**config.mk**
```make
export PLATFORM = sky130hd
export DESIGN_NAME = fpu_issue_ctrl
export DESIGN_NICKNAME = d
export VERILOG_FILES = /design/src/rtl/fpu_pkg.sv /design/src/rtl/fpu_wait_counter.sv /design/src/rtl/fpu_issue_ctrl.sv
export SDC_FILE = /design/constraint.sdc
export NUM_CORES = 1
export LEC_CHECK = 0
export CORE_ASPECT_RATIO = 0.5
export CORE_UTILIZATION = 45
export CTS_BUF_LIST = sky130_fd_sc_hd__clkbuf_8
export CTS_CLUSTER_SIZE = 25
export DETAILED_ROUTE_END_ITERATION = 10
export HOLD_SLACK_MARGIN = 0.06
export PLACE_DENSITY = 0.77
export REMOVE_ABC_BUFFERS = 1
export SYNTH_ARGS = -nofsm -noshare
export SYNTH_HDL_FRONTEND = slang
export SYNTH_SLANG_ARGS = --single-unit
```
**constraint.sdc**
```tcl
create_clock -name Clk -period 3.2 [get_ports Clk]
set_input_delay 0.8 -clock Clk [delete_from_list [all_inputs] [get_ports Clk]]
set_output_delay 0.8 -clock Clk [all_outputs]
set_load 0.01 [all_outputs]
```
**src/rtl/fpu_pkg.sv**
```systemverilog
// Shared types and IEEE-754 special-value helpers for the FPU issue controller.
// Constant functions return 64-bit patterns; callers slice to PRECISION.
package fpu_pkg;

  typedef enum logic [1:0] {
    ADD = 2'b00,
    SUB = 2'b01,
    MUL = 2'b10,
    DIV = 2'b11
  } fpu_op_e;

  typedef enum logic [1:0] {
    ST_IDLE,
    ST_START,
    ST_WAIT,
    ST_RESP
  } issue_state_e;

  function automatic logic [63:0] pinf(input int prec);
    return (prec == 64) ? 64'h7FF0_0000_0000_0000 : 64'h0000_0000_7F80_0000;
  endfunction

  function automatic logic [63:0] ninf(input int prec);
    return (prec == 64) ? 64'hFFF0_0000_0000_0000 : 64'h0000_0000_FF80_0000;
  endfunction

  function automatic logic [63:0] nan(input int prec);
    return (prec == 64) ? 64'h7FFF_FFFF_FFFF_FFFF : 64'h0000_0000_7FFF_FFFF;
  endfunction

endpackage

```
**src/rtl/fpu_wait_counter.sv**
```systemverilog
// 16-bit saturating WAIT-cycle counter; cnt_inc is the value including the current cycle.
// at_limit flags that the current cycle is the LIMIT-th one; no backpressure.
module fpu_wait_counter #(
  parameter int LIMIT = 512
) (
  input  logic        clk,
  input  logic        reset_n,
  input  logic        clear,
  input  logic        enable,
  output logic [15:0] cnt_inc,
  output logic        at_limit
);

  logic [15:0] count;

  assign cnt_inc  = (count == 16'hFFFF) ? count : count + 16'd1;
  assign at_limit = (cnt_inc >= 16'(LIMIT));

  always_ff @(posedge clk) begin
    if (!reset_n || clear) begin
      count <= 16'd0;
    end else if (enable) begin
      count <= cnt_inc;
    end
  end

endmodule

```
**src/rtl/fpu_issue_ctrl.sv**
```systemverilog
// Bridges a tagged valid/ready command stream onto the FPU start/done pins, one op at a time.
// Response follows Done by one cycle; Rsp_* hold until consumed, and commands stall meanwhile.
module fpu_issue_ctrl
  import fpu_pkg::*;
#(
  parameter int PRECISION      = 32,
  parameter int START_CYCLES   = 2,
  parameter int TIMEOUT_CYCLES = 512,
  parameter int TAG_W          = 4
) (
  input  logic                 Clk,
  input  logic                 Reset_n,
  input  logic                 Cmd_Valid,
  output logic                 Cmd_Ready,
  input  logic [1:0]           Cmd_Op,
  input  logic [PRECISION-1:0] Cmd_A,
  input  logic [PRECISION-1:0] Cmd_B,
  input  logic [TAG_W-1:0]     Cmd_Tag,
  output logic [PRECISION-1:0] Fpu_A,
  output logic [PRECISION-1:0] Fpu_B,
  output logic [1:0]           Fpu_Operation,
  output logic                 Fpu_Reset,
  input  logic [PRECISION-1:0] Fpu_Result,
  input  logic                 Fpu_Done,
  output logic                 Rsp_Valid,
  input  logic                 Rsp_Ready,
  output logic [PRECISION-1:0] Rsp_Result,
  output logic [TAG_W-1:0]     Rsp_Tag,
  output logic                 Rsp_Timeout,
  output logic [15:0]          Rsp_Cycles
);

  localparam logic [63:0] NAN_BITS   = nan(PRECISION);
  localparam logic [15:0] START_LAST = 16'(START_CYCLES - 1);

  issue_state_e       state;
  logic               cmd_ready_q;
  logic [15:0]        start_cnt;
  logic [TAG_W-1:0]   tag_q;
  logic               accept;
  logic [15:0]        cnt_inc;
  logic               at_limit;

  // Gated with the reset pin so the host never sees ready while reset is asserted.
  assign Cmd_Ready = cmd_ready_q & Reset_n;
  assign accept    = Cmd_Valid & Cmd_Ready;

  fpu_wait_counter #(
    .LIMIT (TIMEOUT_CYCLES)
  ) u_wait_counter (
    .clk      (Clk),
    .reset_n  (Reset_n),
    .clear    (accept),
    .enable   (state == ST_WAIT),
    .cnt_inc  (cnt_inc),
    .at_limit (at_limit)
  );

  always_ff @(posedge Clk) begin
    if (!Reset_n) begin
      state         <= ST_IDLE;
      cmd_ready_q   <= 1'b0;
      start_cnt     <= 16'd0;
      tag_q         <= '0;
      Fpu_A         <= '0;
      Fpu_B         <= '0;
      Fpu_Operation <= 2'b00;
      Fpu_Reset     <= 1'b1;
      Rsp_Valid     <= 1'b0;
      Rsp_Result    <= '0;
      Rsp_Tag       <= '0;
      Rsp_Timeout   <= 1'b0;
      Rsp_Cycles    <= 16'd0;
    end else begin
      case (state)
        ST_IDLE: begin
          Fpu_Reset <= 1'b1;
          if (accept) begin
            Fpu_A         <= Cmd_A;
            Fpu_B         <= Cmd_B;
            Fpu_Operation <= Cmd_Op;
            tag_q         <= Cmd_Tag;
            start_cnt     <= 16'd0;
            cmd_ready_q   <= 1'b0;
            state         <= ST_START;
          end else begin
            cmd_ready_q <= 1'b1;
          end
        end
        ST_START: begin
          if (start_cnt == START_LAST) begin
            Fpu_Reset <= 1'b0;
            state     <= ST_WAIT;
          end else begin
            start_cnt <= start_cnt + 16'd1;
          end
        end
        ST_WAIT: begin
          // Done takes priority over a timeout landing on the same cycle.
          if (Fpu_Done) begin
            Rsp_Result  <= Fpu_Result;
            Rsp_Timeout <= 1'b0;
            Rsp_Cycles  <= cnt_inc;
            Rsp_Tag     <= tag_q;
            Rsp_Valid   <= 1'b1;
            state       <= ST_RESP;
          end else if (at_limit) begin
            Rsp_Result  <= NAN_BITS[PRECISION-1:0];
            Rsp_Timeout <= 1'b1;
            Rsp_Cycles  <= cnt_inc;
            Rsp_Tag     <= tag_q;
            Rsp_Valid   <= 1'b1;
            state       <= ST_RESP;
          end
        end
        ST_RESP: begin
          if (Rsp_Ready) begin
            Rsp_Valid   <= 1'b0;
            Fpu_Reset   <= 1'b1;
            cmd_ready_q <= 1'b1;
            state       <= ST_IDLE;
          end
        end
        default: state <= ST_IDLE;
      endcase
    end
  end

endmodule

```
==> summary.md, run 1 <==
| Metric | Value |
|---|---|
| EDFF count, synth | `0` |
| Clk_lat worst skew | `0.46 ns` |
| Fin nets | `approximately 1100` |
| Power, Total | `4.76 mW` |
| Hold_sp | `tag_q[0]` |
| Worst hold slack | `0.447 ns` |
| Placer Congestion | `0.848` |
| DP Wirelength | `12400 um` |
| Lkg Pwr | `about 3.6 nW` |
| Postcts setup bufs | `0` |
| Cts repair resizes | `0` |
| Top post-synthesis cells by area | `dfxtp_1, nand2_1, a21oi_1` |
| GRT Residual Overflow | `0` |
| Setup ws final | `0.386 ns` |
| Reg2Reg Capture Point | `Rsp_Cycles[5]` |
| Power per cell area | `498 mW/mm2` |
| Pre-CTS WS | `around 0.34 ns` |
| I/O pin cnt | `229` |
| Setup crit start kind | `flip-flop` |
| Root buf cell | `clkbuf_8` |
| Final Max Slew Viols | `0` |
| Drt pass-1 iters | `5` |
| Hold Crit Class | `reg2reg` |
| Fillers | `1218` |
| Hold-fix buffers, CTS | `0` |
| Synth Cell Area | `0.00674 mm2` |
| CTS tree | `yes` |
| Cell taking the most area after synthesis | `dfxtp_1` |
| Status | `finished clean` |
| CP peak stage delay | `0.56 ns` |
| #FFs+latches synth | `160` |
| Crit path DAT | `3.19 ns` |
| Cells after synthesis | `between 700 and 800` |
| Area after DPL | `a little over 0.009 mm2` |
| Worst Path Max Fanout | `8` |
| Die area | `0.0155 mm2` |
| Max-slew headroom | `between 50% and 60%` |
| Pin count of the biggest net entering global routing | `71` |
| Clk pin slew, worst setup/hold paths | `0.10 ns` |
| DIE WIDTH | `between 150 and 200 um` |
| RSZ-0062 raised after global routing | `false` |
| CP Class | `reg2reg` |
| Initial core utilization | `46.3%` |
| First-pass GRT wire length | `28900 um` |
| Clock sink count | `between 150 and 200` |
| Ys async rst share | `0%` |
| Max Cap Viol | `0` |
| Worst reg2reg setup slack | `0.39 ns` |
| Core box area | `0.0145 mm2` |
| Clock skew | `roughly 0.016 ns` |
| Port Buffers | `between 200 and 250` |
| Detail Route Antenna Nets | `0` |
| WHS Path Cells | `2` |
| Most common library cell in the layout ignoring fill and taps | `clkdlybuf4s50_1` |
| Clock Path Buffers | `2` |
| Top FF cell, synth | `dfxtp_1` |
| # rows | `31` |
| Layout cell share with drive strength beyond 1 | `under 10%` |
| Vias/cell | `5.13` |
| Final period util | `87.9%` |
| CTS buffer count | `17` |
| Crit path required time | `around 3.6 ns` |
| Hold Vio Cnt, Final | `0` |
| WL/cell | `between 15 and 20 um` |
| Area grow syn2layout | `41.9%` |
| Mapped Avg Cell Area | `~8.6 um2` |
| Worst path cell trace | `ha_1 > nand3_1 > nor3_1 > mux2_2 > or4_4 > o21ai_4 > mux2i_1` |
| DR iter-0 viols | `about 490` |
| Initial antenna violation count | `1` |
| Maximum VDD drop | `0.311 mV` |
| Total GRT Usage | `between 20% and 30%` |
| Die Ht | `88.5 um` |
| Delay-heaviest family, CP | `simple AND/OR/NAND/NOR gates` |
| # H-tree levels | `4` |
| Routed via count | `6140` |
| Finish-stage setup viols | `0` |
| Seq/Total Area, Yosys | `47.5%` |
| Cell depth of the worst flop-to-flop path | `7` |
| Min Tclk post-route | `roughly 2.8 ns` |
| RR Startpoint | `u_wait_counter.count[0]` |
| Yosys warning count | `0` |
| Drt drc | `0` |
| Final WL | `18200 um` |
| Finished Cell Area | `0.00956 mm2` |
| Buffers and inverters on the worst path | `0` |
| CP endpoint kind | `flip-flop` |
| Slowest CP cell | `or4_4` |
| Number of global-route vias before repair | `between 5000 and 6000` |
| Yosys cell types | `between 50 and 60` |
| WHS Endpoint | `Rsp_Tag[0]` |
| Commonest non-fill, non-tap cells in the layout | `clkdlybuf4s50_1, nand2_1, dfxtp_1, a21oi_1, nor2_1` |
| Synth top area share | `47.5%` |
| Worst Max-Slew Pin Slew | `0.745 ns` |
| Max Clock Freq | `0.355 GHz` |
-- cell usage after synthesis (all sizes together), types with 4 or more instances --
| cell | n |
|---|---|
| a211oi | 9 |
| a21oi | 90 |
| and3 | 7 |
| and4 | 6 |
| buf | 8 |
| clkbuf | 46 |
| dfxtp | 160 |
| ha | 7 |
| inv | 17 |
| mux2 | 4 |
| mux2i | 20 |
| nand2 | 188 |
| nand2b | 4 |
| nand3 | 16 |
| nand3b | 32 |
| nand4 | 9 |
| nor2 | 36 |
| nor3 | 9 |
| nor4 | 6 |
| o211a | 32 |
| o211ai | 5 |
| o21ai | 18 |
| or3 | 10 |
| xnor2 | 16 |
-- worst register-to-register path, stage by stage (launching register included) --
cell and delay (ns):
dfxtp_1 0.44, ha_1 0.29, nand3_1 0.22, nor3_1 0.26, mux2_2 0.42, or4_4 0.56, o21ai_4 0.34, mux2i_1 0.23
-- state kept, by name (all words and copies together) (netlist names), 2 cells and up --
register              cells
Fpu_A                    32
Fpu_B                    32
Fpu_Operation             2
Rsp_Cycles               16
Rsp_Result               32
Rsp_Tag                   4
start_cnt                16
state                     2
tag_q                     4
u_wait_counter.count     16
-- metrics by stage --
| step | utilization, % | cells | setup TNS, ns |
|---|---|---|---|
| floorplan | - | 727 | -81.16 |
| global placement | 63.0 | 1164 | 0 |
| detailed placement | 63.0 | 1164 | 0 |
| CTS | 65.7 | 1196 | 0 |
| global route | 65.7 | 1197 | 0 |
| finish | 65.7 | 1197 | 0 |
-- kinds of logic (layout without fill, tap and decap cells) --
logic type                 count (synthesis)  count (layout)  synth area share, %
AOI/OAI and AO/OA                        172             172                 17.0
xor gates and xnor gates                  17              17                 2.21
adders and majority gates                  7               7                 1.30
buffers and inverters                     71             288                 4.47
DFF                                      160             160                 47.5
muxes                                     24              24                 3.88
other                                      0               1                    0
and+or+nand+nor                          330             330                 23.6
-- how the worst max path moves through the flow --
stage | start | end | slack [ns] | cells past startpoint
3_5_place_dp | Cmd_Valid | start_cnt[14] | 0.34 | 6
5_1_grt | u_wait_counter.count[0] | Rsp_Cycles[5] | 0.19 | 7
2_1_floorplan | Reset_n | Fpu_A[0] | -1.01 | 4
3_3_place_gp | Cmd_Valid | start_cnt[12] | 0.46 | 6
4_1_cts | u_wait_counter.count[0] | Rsp_Cycles[5] | 0.39 | 7
6_report | u_wait_counter.count[0] | Rsp_Cycles[5] | 0.39 | 7
-- layer usage --
metal | track usage, % | vias up | wire length [um]
met1 | 28.9 | 2865 | 7940
met3 | 6.19 | 31 | 1030
met5 | 0 | - | 0
li1 | - | 3095 | -
met4 | 9.25 | 0 | 373
met2 | 39.3 | 149 | 8890
-- layout make-up --
cell class | instances | area, um2 | area share [%]
inverter | 17 | 63.8 | 0.667
antenna | 1 | 2.50 | 0.0262
multi-input combinational | 550 | 3240 | 33.9
clock buffer | 18 | 248 | 2.59
timing repair buffer | 239 | 2400 | 25.1
sequential | 160 | 3200 | 33.5
tap | 198 | 248 | 2.59
clock inverter | 14 | 154 | 1.61
-- where the power goes --
part	switching [mW]	leakage, nW	internal [mW]
combinational	0.508	2.15	0.500
clock	0.819	0.191	0.726
sequential	0.0825	1.29	2.12
Note: power is estimated with default switching activity, not from simulation.
==> inputs of run 2 (changes only) <==
Settings changed: CTS_CLUSTER_DIAMETER set to 80.
==> results of run 2 <==
No change in the layout: final DEF, timing and power equal those of run 1.
==> inputs of run 3 (changes only) <==
Settings changed: CELL_PAD_IN_SITES_DETAIL_PLACEMENT set to 1, CELL_PAD_IN_SITES_GLOBAL_PLACEMENT set to 2, CORE_UTILIZATION 45 to 27, PLACE_DENSITY 0.77 to 0.81.
==> summary.md, run 3 (synthesized netlist as in run 1, its figures left out) <==
| Metric | Value |
|---|---|
| I/O pin cnt | `229 (unchanged)` |
| Final Core Density | `40.2% (-26 points)` |
| Final WL | `22600 um (+24%)` |
| Area after DPL | `0.00933 mm2 (+1.9%)` |
| Clk pin slew, worst setup/hold paths | `0.09 ns (about the same)` |
| Detail Route Antenna Nets | `0 (unchanged)` |
| First-pass GRT wire length | `35600 um (+23%)` |
| Internal Power | `3.37 mW (+0.51%)` |
| CTS buffer count | `17 (unchanged)` |
| Worst Max-Slew Pin Slew | `0.745 ns (+0.000675 ns)` |
| Clock skew | `0.0163 ns (+0.000363 ns)` |
| Fillers | `2837 (+130%)` |
| Clock Path Buffers | `2 (unchanged)` |
| Crit path DAT | `3.25 ns (+0.06 ns)` |
| Maximum VDD drop | `0.195 mV (-37%)` |
| Finish-stage setup viols | `0 (unchanged)` |
| Drt pass-1 iters | `4 (-1)` |
| WHS Endpoint | `Fpu_B[20]` |
| Combinational share of power | `21.8% (+0.6 points)` |
| Dpl cells | `1304 (+12%)` |
| Final Max Slew Viols | `0 (unchanged)` |
| Max Cap Viol | `0 (unchanged)` |
| Postcts setup bufs | `0 (unchanged)` |
| Antenna diode count | `0 (-1)` |
| Setup ws final | `0.358 ns (-0.0287 ns)` |
| Fin nets | `1101 (+0.18%)` |
| Number of global-route vias before repair | `6465 (+12%)` |
| Reg2Reg Capture Point | `Rsp_Cycles[8]` |
| Lkg Pwr | `3.65 nW (+0.40%)` |
| Routed via count | `6306 (+2.7%)` |
| DIE WIDTH | `225 um (+29%)` |
| Sw Share | `29.8% (+0.22 points)` |
| Pin count of the biggest net entering global routing | `71 (unchanged)` |
| Worst hold slack | `0.458 ns (+0.0104 ns)` |
| Vias/cell | `4.72 (-8.0%)` |
| Drt drc | `0 (unchanged)` |
| RR Startpoint | `u_wait_counter.count[0]` |
| # rows | `40 (+29%)` |
| Total GRT Usage | `17.9% (-5.4 points)` |
| Die Ht | `114 um (+28%)` |
| Clock sink count | `160 (unchanged)` |
| Cell depth of the worst flop-to-flop path | `7 (unchanged)` |
| Largest regs | `Fpu_A (32), Fpu_B (32), Rsp_Result (32)` |
| Hold_sp | `Fpu_B[20]` |
| Finished Layout Cells | `1336 (+12%)` |
| DP Wirelength | `15900 um (+28%)` |
| Worst reg2reg setup slack | `0.36 ns (-0.03 ns)` |
| Hold-fix buffers, CTS | `0 (unchanged)` |
| Most common library cell in the layout ignoring fill and taps | `clkdlybuf4s50_1` |
| Final period util | `88.8% (+0.90 points)` |
| Initial core utilization | `27.8% (-19 points)` |
| WHS Path Cells | `2 (unchanged)` |
| Status | `finished clean` |
| Die area | `0.0256 mm2 (+65%)` |
| Crit path required time | `3.61 ns (+0.03 ns)` |
| Area grow syn2layout | `44.4%` |
| CTS tree | `yes` |
| Port Buffers | `228 (unchanged)` |
| # H-tree levels | `4 (unchanged)` |
| Placer Congestion | `0.791 (-6.7%)` |
| Layout cell share with drive strength beyond 1 | `7.00% (+0.29 points)` |
| Initial antenna violation count | `0 (-1)` |
| Hold Crit Class | `reg2reg` |
| Commonest non-fill, non-tap cells in the layout | `clkdlybuf4s50_1, nand2_1, dfxtp_1, a21oi_1, nor2_1` |
| RSZ-0062 raised after global routing | `false` |
| Power, Total | `4.80 mW (+0.83%)` |
| Share of power burned in registers | `46.0% (-0.4 points)` |
| Hold Vio Cnt, Final | `0 (unchanged)` |
| CP endpoint kind | `flip-flop` |
| CP Class | `reg2reg` |
| WL/cell | `16.9 um (+11%)` |
| Max-slew headroom | `50.1% (-0.26 points)` |
| Power per cell area | `493 mW/mm2 (-0.93%)` |
| Core box area | `0.0242 mm2 (+67%)` |
| Setup crit start kind | `flip-flop` |
| DR iter-0 viols | `240 (-51%)` |
| Cts repair resizes | `0 (unchanged)` |
| Min Tclk post-route | `2.84 ns (+0.0287 ns)` |
| Clock share of power | `32.2% (-0.3 points)` |
| Worst Path Max Fanout | `8 (unchanged)` |
| Switching power | `1.43 mW (+1.6%)` |
| Root buf cell | `clkbuf_8` |
| Clk_lat worst skew | `0.48 ns (+0.02 ns)` |
| Pre-CTS WS | `0.369 ns (+0.0259 ns)` |
| Finished Cell Area | `0.00973 mm2 (+1.8%)` |
| GRT Residual Overflow | `0 (unchanged)` |
| Max Clock Freq | `0.352 GHz (-1.0%)` |
| Fin Setup TNS | `0 ns (unchanged)` |
[run 3: cell count changes in the layout (fill, tap and decap cells not counted), sizes merged]
cell / change
clkinvlp: -2
buf: +2
inv: -6
clkinv: +7
clkbuf: +1
diode: -1
[run 3: per-layer routing]
layer  track usage, %  up-vias  share of wire (%)
li1                 -     3109                  -
met1             22.0     3051                 44
met2             29.8      112                 49
met3             5.02       34                4.5
met4             7.07        0                2.2
met5                0        -                  0
[run 3: power by group through the flow]
stage          clock network [mW]  logic (mW)  registers (mW)
6_report                     1.54        1.05            2.21
5_1_grt                      1.69        1.14            2.23
4_1_cts                      1.60        1.06            2.21
3_5_place_dp                    0        1.06            2.25
3_3_place_gp                    0        1.04            2.25
2_1_floorplan                   0       0.437            2.29
[run 3: cell type report]
type	instances	area, um2	area share, %
Tap cell	336	420	4.32
Timing Repair Buffer	241	2400	24.7
Multi-Input combinational cell	550	3240	33.3
Clock buffer	19	262	2.69
Inverter	17	63.8	0.656
Sequential cell	160	3200	32.9
Clock inverter	13	138	1.41
[run 3: critical path: stages, from the launching register on]
cell and delay (ns):
dfxtp_1 0.45, ha_1 0.30, nand3_1 0.22, nor3_1 0.26, mux2_2 0.43, or4_4 0.56, o21ai_4 0.32, mux2i_1 0.23
[run 3: worst max-delay path by stage]
stage | cells past startpoint | from | endpoint | slack [ns]
after detailed placement | 7 | u_wait_counter.count[0] | Rsp_Cycles[8] | 0.37
after floorplan | 4 | Reset_n | Fpu_A[0] | -1.01
final | 7 | u_wait_counter.count[0] | Rsp_Cycles[8] | 0.36
after global placement | 7 | Cmd_Valid | start_cnt[6] | 0.49
after global routing | 7 | u_wait_counter.count[0] | Rsp_Cycles[6] | 0.14
after CTS | 7 | u_wait_counter.count[0] | Rsp_Cycles[8] | 0.34
